<file path="src/rtl/io_map_pkg.sv">
// Shared map of game I/O event sources and the register-file slots they
// update. Imported by the arbiter and by anything that needs to know which
// register a given hardware event lands in.
package io_map_pkg;

  localparam int NUM_SRC = 4;

  // Source indices, matching the bit positions of src_valid / src_ready.
  localparam int SRC_BUTTON    = 0;
  localparam int SRC_SCREEN    = 1;
  localparam int SRC_COLLISION = 2;
  localparam int SRC_PAUSE     = 3;

  // Register-file slots owned by each hardware event source.
  localparam int unsigned REG_BUTTON    = 20;
  localparam int unsigned REG_SCREEN    = 22;
  localparam int unsigned REG_COLLISION = 24;
  localparam int unsigned REG_PAUSE     = 26;

  // Fixed source -> register index mapping.
  function automatic int unsigned target_reg(input int unsigned src);
    case (src)
      SRC_BUTTON:    return REG_BUTTON;
      SRC_SCREEN:    return REG_SCREEN;
      SRC_COLLISION: return REG_COLLISION;
      default:       return REG_PAUSE;
    endcase
  endfunction

endpackage

</file>
<file path="src/rtl/io_event_arbiter_rr_pick4.sv">
// Four-way rotating-priority picker: the scan starts at rr_ptr and wraps,
// and the first eligible source wins.
module rr_pick4 (
  input  logic [3:0] eligible,
  input  logic [1:0] rr_ptr,
  output logic [1:0] sel,
  output logic       sel_vld
);

  logic [7:0] doubled;
  logic [3:0] rotated;
  logic [1:0] offset;

  // Rotate so that bit 0 of 'rotated' is the source at rr_ptr.
  assign doubled = {eligible, eligible};
  assign rotated = doubled[rr_ptr +: 4];

  // Priority-encode the rotated vector, then map back to a source index.
  always_comb begin
    // NOTE: every output of a combinational block gets a default first so no
    // path through the block leaves it unassigned and infers a latch.
    offset  = 2'd0;
    sel_vld = |rotated;
    if (rotated[0])      offset = 2'd0;
    else if (rotated[1]) offset = 2'd1;
    else if (rotated[2]) offset = 2'd2;
    else if (rotated[3]) offset = 2'd3;
    sel = rr_ptr + offset;
  end

endmodule

</file>
<file path="src/rtl/io_event_arbiter.sv">
// Funnels button / screen / collision / pause events into the register
// file's single hardware write port. One value is buffered per source,
// sources are served round-robin, and a source is held back in any cycle
// where the CPU is writing the same register so the hardware value always
// lands after the CPU's.
module io_event_arbiter
  import io_map_pkg::*;
#(
  parameter int DATA_W = 32,
  parameter int ADDR_W = 5,
  parameter int CNT_W  = 8
) (
  input  logic                      clock,
  input  logic                      ctrl_reset_n,
  input  logic [NUM_SRC-1:0]        src_valid,
  input  logic [NUM_SRC*DATA_W-1:0] src_data,
  output logic [NUM_SRC-1:0]        src_ready,
  input  logic                      cpu_we,
  input  logic [ADDR_W-1:0]         cpu_waddr,
  output logic                      io_we,
  output logic [ADDR_W-1:0]         io_waddr,
  output logic [DATA_W-1:0]         io_wdata,
  output logic [1:0]                io_grant_id,
  output logic                      io_busy,
  output logic [CNT_W-1:0]          conflict_count
);

  logic [NUM_SRC-1:0] pend;
  logic [DATA_W-1:0]  slot_data [NUM_SRC];
  logic [1:0]         rr_ptr;

  logic [ADDR_W-1:0]  tgt       [NUM_SRC];
  logic [NUM_SRC-1:0] cpu_hit;
  logic [NUM_SRC-1:0] blocked;
  logic [NUM_SRC-1:0] eligible;
  logic [NUM_SRC-1:0] grant_vec;
  logic [NUM_SRC-1:0] accept;
  logic [NUM_SRC-1:0] pend_next;
  logic [1:0]         sel;
  logic               sel_vld;

  // Per-source target register and CPU same-register collision detect.
  for (genvar i = 0; i < NUM_SRC; i++) begin : g_src
    assign tgt[i]     = ADDR_W'(target_reg(i));
    assign cpu_hit[i] = cpu_we & (cpu_waddr == tgt[i]);
  end

  assign blocked  = pend & cpu_hit;
  assign eligible = pend & ~cpu_hit;

  rr_pick4 u_pick (
    .eligible (eligible),
    .rr_ptr   (rr_ptr),
    .sel      (sel),
    .sel_vld  (sel_vld)
  );

  // A slot can take a new value when empty or when it is being drained this
  // cycle; ready is held low while reset is asserted.
  assign grant_vec = sel_vld ? (NUM_SRC'(1) << sel) : '0;
  assign src_ready = (~pend | grant_vec) & {NUM_SRC{ctrl_reset_n}};
  assign accept    = src_valid & src_ready;
  // A same-cycle accept on the granted slot re-arms it with the new value.
  assign pend_next = (pend & ~grant_vec) | accept;
  assign io_busy   = |pend;

  // Pending flags, rotation pointer, write-port registers and conflict count.
  always_ff @(posedge clock or negedge ctrl_reset_n) begin
    if (!ctrl_reset_n) begin
      pend           <= '0;
      rr_ptr         <= 2'd0;
      io_we          <= 1'b0;
      io_waddr       <= '0;
      io_wdata       <= '0;
      io_grant_id    <= 2'd0;
      conflict_count <= '0;
    end else begin
      // NOTE: sequential state uses non-blocking assignments so every flop
      // samples pre-edge values regardless of statement order.
      pend <= pend_next;
      if (sel_vld) begin
        io_we       <= 1'b1;
        io_waddr    <= tgt[sel];
        io_wdata    <= slot_data[sel];
        io_grant_id <= sel;
        rr_ptr      <= sel + 2'd1;
      end else begin
        io_we <= 1'b0;
      end
      if ((|blocked) && (conflict_count != {CNT_W{1'b1}})) begin
        conflict_count <= conflict_count + CNT_W'(1);
      end
    end
  end

  // Event data slots, loaded on acceptance.
  // NOTE: the data slots are deliberately left out of reset; a slot is only
  // read while its pend bit is set, and pend is reset.
  always_ff @(posedge clock) begin
    for (int i = 0; i < NUM_SRC; i++) begin
      if (accept[i]) begin
        slot_data[i] <= src_data[i*DATA_W +: DATA_W];
      end
    end
  end

endmodule

</file>
<file path="config.mk">
export PLATFORM = sky130hd
export DESIGN_NAME = io_event_arbiter
export DESIGN_NICKNAME = d
export VERILOG_FILES = /design/src/rtl/io_map_pkg.sv /design/src/rtl/io_event_arbiter_rr_pick4.sv /design/src/rtl/io_event_arbiter.sv
export SDC_FILE = /design/constraint.sdc
export NUM_CORES = 1
export LEC_CHECK = 0
export ABC_AREA = 1
export BUFFER_PORTS_ARGS = -buffer_cell sky130_fd_sc_hd__clkbuf_2
export CAP_MARGIN = 20
export CORE_ASPECT_RATIO = 0.8
export CORE_MARGIN = 4
export CORE_UTILIZATION = 53
export DETAILED_ROUTE_END_ITERATION = 8
export PLACE_DENSITY_LB_ADDON = 0.05
export SYNTH_ARGS = -nofsm -noshare
export SYNTH_HDL_FRONTEND = slang
export SYNTH_SLANG_ARGS = --single-unit
export TNS_END_PERCENT = 1
</file>
<file path="constraint.sdc">
create_clock -name clock -period 5 [get_ports clock]
set_input_delay 0.5 -clock clock [delete_from_list [all_inputs] [get_ports clock]]
set_output_delay 0.5 -clock clock [all_outputs]
set_load 0.02 [all_outputs]
</file>
==> summary.md, run 1 <==
| Metric | Value |
|---|---|
| WP data required | `about 4.5 ns` |
| Worst-Margin Slew | `between 0.9 and 1 ns` |
| Layout Nets | `just under 1000` |
| Latest clock arrival within the worst-skew pair | `between 0.4 and 0.5 ns` |
| Worst Path Arrival | `~3.3 ns` |
| CTS tree | `done` |
| Worst r2r src | `rr_ptr[0]$_DFFE_PN0P_` |
| Final setup vio count | `0` |
| WL per Instance | `approximately 18 um` |
| Number of I/O pins | `between 150 and 200` |
| Minimum clock period after layout | `3.767 ns` |
| H-tree levels | `4` |
| Most frequent cells in the layout | `267 x nand2_1, 191 x clkbuf_2, 128 x edfxtp_1` |
| 1st-iter DRT viols | `approximately 530` |
| Vias after detailed routing | `about 5400` |
| DRC errors left | `0` |
| Worst Hold End | `slot_data[3][31]$_DFFE_PP_` |
| Antenna violations before repair | `0` |
| Max Root-Sink Buffers | `2` |
| Fin Setup TNS | `0 ns` |
| Area delta synth->final | `22.57%` |
| Layout cell share with drive strength beyond 1 | `32.06%` |
| Critical path class | `flop to primary output` |
| Port Buf Inserts | `191` |
| Post-synthesis register bit count | `179` |
| Fmax achieved | `approximately 0.27 GHz` |
| Crit-path max cell delay | `around 0.46 ns` |
| Worst-path fanout max | `36` |
| Syn Area/Cell | `around 11 um2` |
| Placer Congestion | `0.8834` |
| Max layer used | `met4` |
| Number of global-route vias before repair | `between 5000 and 6000` |
| TritonRoute pass-1 iters | `7` |
| Final-report max-slew violation count | `0` |
| Worst-path cell chain | `inv_1, nand3_1, nand3_1, nand2_1, nand3_1, a21oi_1, ha_2, xor2_1, inv_1, nand3_2, nand2_4, nand2_1, nand2_1, nand2_1, inv_1, clkbuf_2` |
| Setup crit end kind | `primary output` |
| Clock sinks | `179` |
| Via density | `5.224` |
| Distinct cells, synth | `31` |
| Clock Pin Slew Worst Setup and Hold Paths | `0.07 ns` |
| Startpoint Class | `flop` |
| Outcome | `finished, final reports clean` |
| Setup Buffers After CTS | `0` |
| Design area | `9071 um2` |
| Reg-to-reg slack, setup | `1.36 ns` |
| Final Cycle Share | `75.34%` |
| Hold path cells | `1` |
| TritonCTS buffer count | `17` |
| Final HPWL DP | `about 13000 um` |
| Initial Util | `54.43%` |
| Commonest non-fill, non-tap cell in the layout | `nand2_1` |
| FFs w/ async S/R, synth | `about 28%` |
| Ant. Diodes | `0` |
| Fin. Hold Viols | `0` |
| Grt ovf | `0` |
| Antenna Nets Post-Route | `0` |
| Routed WL | `~18000 um` |
| FILL cells | `1011` |
| Placed cell area | `roughly 8400 um2` |
| EDFF count, synth | `around 130` |
| Die Ht | `~110 um` |
| Most frequent cell on the critical path | `nand2_1` |
| RSZ-0062 raised after global routing | `no` |
| R2R cell count | `14` |
| Mapped cell area | `approximately 7400 um2` |
| CP max stage cell | `dfrtp_1` |
| Largest net degree at the start of global routing | `65` |
| Total track usage | `23.62%` |
| Clk_skew | `about 0.0090 ns` |
| Total core area | `approximately 14000 um2` |
| Ys flop type | `edfxtp_1` |
| Gate Count Post-Synth | `between 600 and 700` |
| Yosys warnings | `0` |
| DRT met1 WL | `approximately 8000 um` |
| Met2 wire len | `between 8000 and 9000 um` |
| Syn_nets | `approximately 810` |
| Post-cts gate resize count | `0` |
| Rows | `38` |
| Hold path start | `src_data[127]` |
| Die span in x | `approximately 140 um` |
| Reg2reg end | `slot_data[2][4]$_DFFE_PP_` |
| Post-synthesis sequential area ratio | `69.18%` |
| Total of max-cap violations | `0` |
| Routed wl met3 | `1450 um` |
| Global-route wire length before repair | `around 29000 um` |
| Slew HR | `between 30% and 40%` |
| Die area | `15930 um2` |
| Worst min-delay path category | `input port to flop` |
| Clock Tree Root | `clkbuf_16` |
==> metal layers <==
layer  up-vias  global-route usage, %
li1       2579                      -
met5         -                      0
met2       250                  37.10
met1      2579                  33.39
met3        30                  5.658
met4         0                  6.843
==> cells in the mapped netlist, drive strengths merged, types with 3 or more instances <==
cell type  number  share of area (%)
o21ai           6               0.41
buf            28                2.7
xor2            5               0.59
edfxtp        128                 52
inv            23                1.2
clkbuf          3               0.15
nor2           22                1.7
nand3          91                6.9
xnor2           3               0.36
nand2         291                 16
dfrtp          51                 17
==> state kept, by name, indices dropped and copies added (netlist names) <==
register / cells
conflict_count: 8
io_grant_id: 1
io_waddr: 3
io_wdata: 32
io_we: 1
pend: 4
rr_ptr: 2
slot_data: 128
==> cells by family (layout without fill, tap and decap cells) <==
group,after synthesis,in the layout,synth area share (%)
and+or+nand+nor,407,407,24.53
DFF,179,179,69.18
buffers and inverters,54,252,3.990
AOI/OAI and AO/OA,11,11,0.8114
xor gates and xnor gates,8,8,0.9468
adders and majority gates,2,2,0.3381
other,1,1,0.05067
muxes,1,1,0.1521
==> worst max-delay path by stage <==
stage                                             to  slack (ns)                   from
after global placement    slot_data[2][11]$_DFFE_PP_        1.36           cpu_waddr[0]
after detailed placement  slot_data[3][31]$_DFFE_PP_        1.11           cpu_waddr[4]
after CTS                               src_ready[2]        1.25  rr_ptr[0]$_DFFE_PN0P_
after global routing                    src_ready[2]        0.93  rr_ptr[0]$_DFFE_PN0P_
final                                   src_ready[2]        1.23  rr_ptr[0]$_DFFE_PN0P_
after floorplan            slot_data[1][0]$_DFFE_PP_        1.17           cpu_waddr[0]
==> per-stage QoR <==
stage	instances	hold WS, ns	setup slack (ns)	utilization, %
2_1_floorplan	663	0.2044	1.167	-
3_3_place_gp	1007	0.4407	1.362	62.04
3_5_place_dp	1007	0.4489	1.108	62.04
4_1_cts	1040	0.2353	1.248	66.56
5_1_grt	1041	0.2228	0.9345	66.71
6_report	1041	0.2518	1.233	66.71
==> area by class of cell <==
type                            count  area, um2  share of cell area (%)
Tap cell                          180      225.2                   2.483
Clock inverter                     14      176.4                   1.945
Multi-Input combinational cell    430       2018                   22.25
Timing Repair Buffer              197       1016                   11.20
Inverter                           23      86.33                  0.9517
Sequential cell                   179       5120                   56.44
Clock buffer                       18      429.2                   4.731
==> critical path: cells and delay by family, from the launching register on <==
kind            cells  cell delay [ns]
compound gates      1             0.20
xor+xnor            1             0.29
fa+ha+maj           1             0.23
buf+inv             4             0.46
flops               1             0.46
simple gates        9             1.22
==> repair_timing <==
| item | 4_1_cts | 5_1_grt |
|---|---|---|
| endpoints found under the setup margin | 0 | 0 |
| hold buffers | 1 | 0 |
| hold endpoints to repair | 2 | 0 |
Power of run 1 is left out: the tool's default activity adds up to more than one toggle a clock period on the data nets, which glitch-free logic cannot reach.
==> run 2: changes to the inputs <==
Clock period 5 ns to 3.75 ns, I/O delays scaled along.
==> summary.md, run 2 (synthesis gave the netlist of run 1 again) <==
| Metric | Value |
|---|---|
| Outcome | `finished, final reports clean` |
| Dpl ws | `0.4251 ns` |
| Worst-Margin Slew | `approximately 0.69 ns` |
| Total track usage | `between 20% and 30%` |
| Global-route wire length before repair | `approximately 28000 um` |
| Fmax achieved | `0.2910 GHz` |
| Ant. Diodes | `0` |
| Setup Buffers After CTS | `0` |
| Clk_skew | `between 0.01 and 0.015 ns` |
| Grt ovf | `0` |
| Startpoint Class | `flop` |
| Worst Path Arrival | `just over 3 ns` |
| Via density | `roughly 5.2` |
| DRC errors left | `0` |
| Most frequent cell on the critical path | `nand2_1` |
| Setup WS post-layout | `roughly 0.31 ns` |
| Final Cycle Share | `a little over 90%` |
| Commonest non-fill, non-tap cell in the layout | `nand2_1` |
| Worst min-delay path category | `input port to flop` |
| Largest net degree at the start of global routing | `65` |
| Slew HR | `between 50% and 60%` |
| WL per Instance | `~17 um` |
| Area delta synth->final | `22.82%` |
| Most frequent cells in the layout | `267 x nand2_1, 191 x clkbuf_2, 128 x edfxtp_1` |
| Worst-path fanout max | `24` |
| Fin. Hold Viols | `0` |
| Latest clock arrival within the worst-skew pair | `between 0.4 and 0.5 ns` |
| Vias after detailed routing | `around 5400` |
| H-tree levels | `4` |
| Post-cts gate resize count | `0` |
| Worst-path cell chain | `inv_1, nand3_1, nand2_1, nand2_1, nand2_1, a21oi_1, ha_2, inv_2, nor2_2, nand3_1, nand2_1, nand2_1, inv_1, clkbuf_2` |
| WP data required | `3.38 ns` |
| Minimum clock period after layout | `about 3.4 ns` |
| Port Buf Inserts | `191` |
| RSZ-0062 raised after global routing | `no` |
| Die area | `roughly 16000 um2` |
| Number of flip-flops under the largest register name | `128` |
| Final HPWL DP | `around 13000 um` |
| Final-report max-slew violation count | `0` |
| Reg with most FFs | `slot_data` |
| Number of global-route vias before repair | `between 5000 and 6000` |
| Fin Setup TNS | `0 ns` |
| Layout Nets | `994` |
| Die span in x | `140.1 um` |
| TritonCTS buffer count | `17` |
| CTS tree | `done` |
| Routed WL | `~18000 um` |
| 1st-iter DRT viols | `463` |
| Clock Tree Root | `clkbuf_16` |
| Number of I/O pins | `around 190` |
| Antenna violations before repair | `0` |
| Layout cell share with drive strength beyond 1 | `between 30% and 40%` |
| Die Ht | `around 110 um` |
| Clock Pin Slew Worst Setup and Hold Paths | `about 0.07 ns` |
| Placed cell area | `about 8500 um2` |
| Initial Util | `approximately 54%` |
| Total of max-cap violations | `0` |
| Rows | `38` |
| Setup crit end kind | `primary output` |
| Max Root-Sink Buffers | `2` |
| Design area | `between 9000 and 10000 um2` |
| Top Registers | `slot_data x128, io_wdata x32, conflict_count x8` |
| Critical path class | `flop to primary output` |
| Total core area | `about 14000 um2` |
| CP max stage cell | `ha_2` |
| Clock sinks | `about 180` |
| Placer Congestion | `just under 0.9` |
| Crit-path max cell delay | `0.61 ns` |
| Antenna Nets Post-Route | `0` |
| TritonRoute pass-1 iters | `5` |
| Final setup vio count | `0` |
run 2: changes by cell type in the layout (fill, tap and decap cells not counted), sizes merged:
cell    delta
inv        -2
buf        +4
clkinv     +1
clkbuf     +1
run 2: per-stage QoR:
step	hold WS (ns)	utilization (%)	instances
after CTS	0.1046	66.85	1045
after global placement	0.3318	62.31	1012
after global routing	0.09762	66.85	1045
final	0.1167	66.85	1045
after detailed placement	0.3374	62.31	1012
after floorplan	0.07941	-	663
run 2: final cells by class:
type                            count  area, um2
Clock buffer                       19      452.9
Clock inverter                     13      153.9
Fill cell                        1057       4508
Inverter                           23      86.33
Multi-Input combinational cell    430       2018
Sequential cell                   179       5120
Tap cell                          180      225.2
Timing Repair Buffer              201       1033
run 2: repair_timing:
item | 4_1_cts | 5_1_grt
hold buffers | 1 | 0
hold endpoints to repair | 11 | 0
endpoints found under the setup margin | 0 | 0
run 2: layer usage:
layer / share of wire, % / GRT usage (%)
met5: 0 / 0
met4: 1.8 / 8.070
met3: 8.7 / 6.790
met2: 46 / 36.11
met1: 44 / 32.50
run 2: worst max-delay path: cells and delay by family (launching register included):
kind                     cells  cell delay [ns]
AO/OA/AOI/OAI                1             0.07
buffers and inverters        4             0.56
flip-flops                   1             0.45
AND/OR/NAND/NOR              8             0.96
adder cells (fa/ha/maj)      1             0.61
run 2: final timing paths:
| check | start | end | slack [ns] | cells after the start |
|---|---|---|---|---|
| worst max register to register | rr_ptr[0]$_DFFE_PN0P_ | slot_data[1][30]$_DFFE_PP_ | 0.56 | 14 |
| min in group asynchronous | ctrl_reset_n | conflict_count[6]$_DFFE_PN0P_ | 0.43 | 2 |
| max in group asynchronous | ctrl_reset_n | io_wdata[22]$_DFFE_PN0P_ | 2.43 | 3 |
| worst min-delay path | src_data[1] | slot_data[0][1]$_DFFE_PP_ | 0.12 | 1 |
| worst max-delay path | rr_ptr[0]$_DFFE_PN0P_ | src_ready[1] | 0.31 | 14 |
| worst min register to register | io_waddr[4]$_DFFE_PN0P_ | io_waddr[4]$_DFFE_PN0P_ | 0.47 | 1 |
Power of run 2 is left out for the same reason.
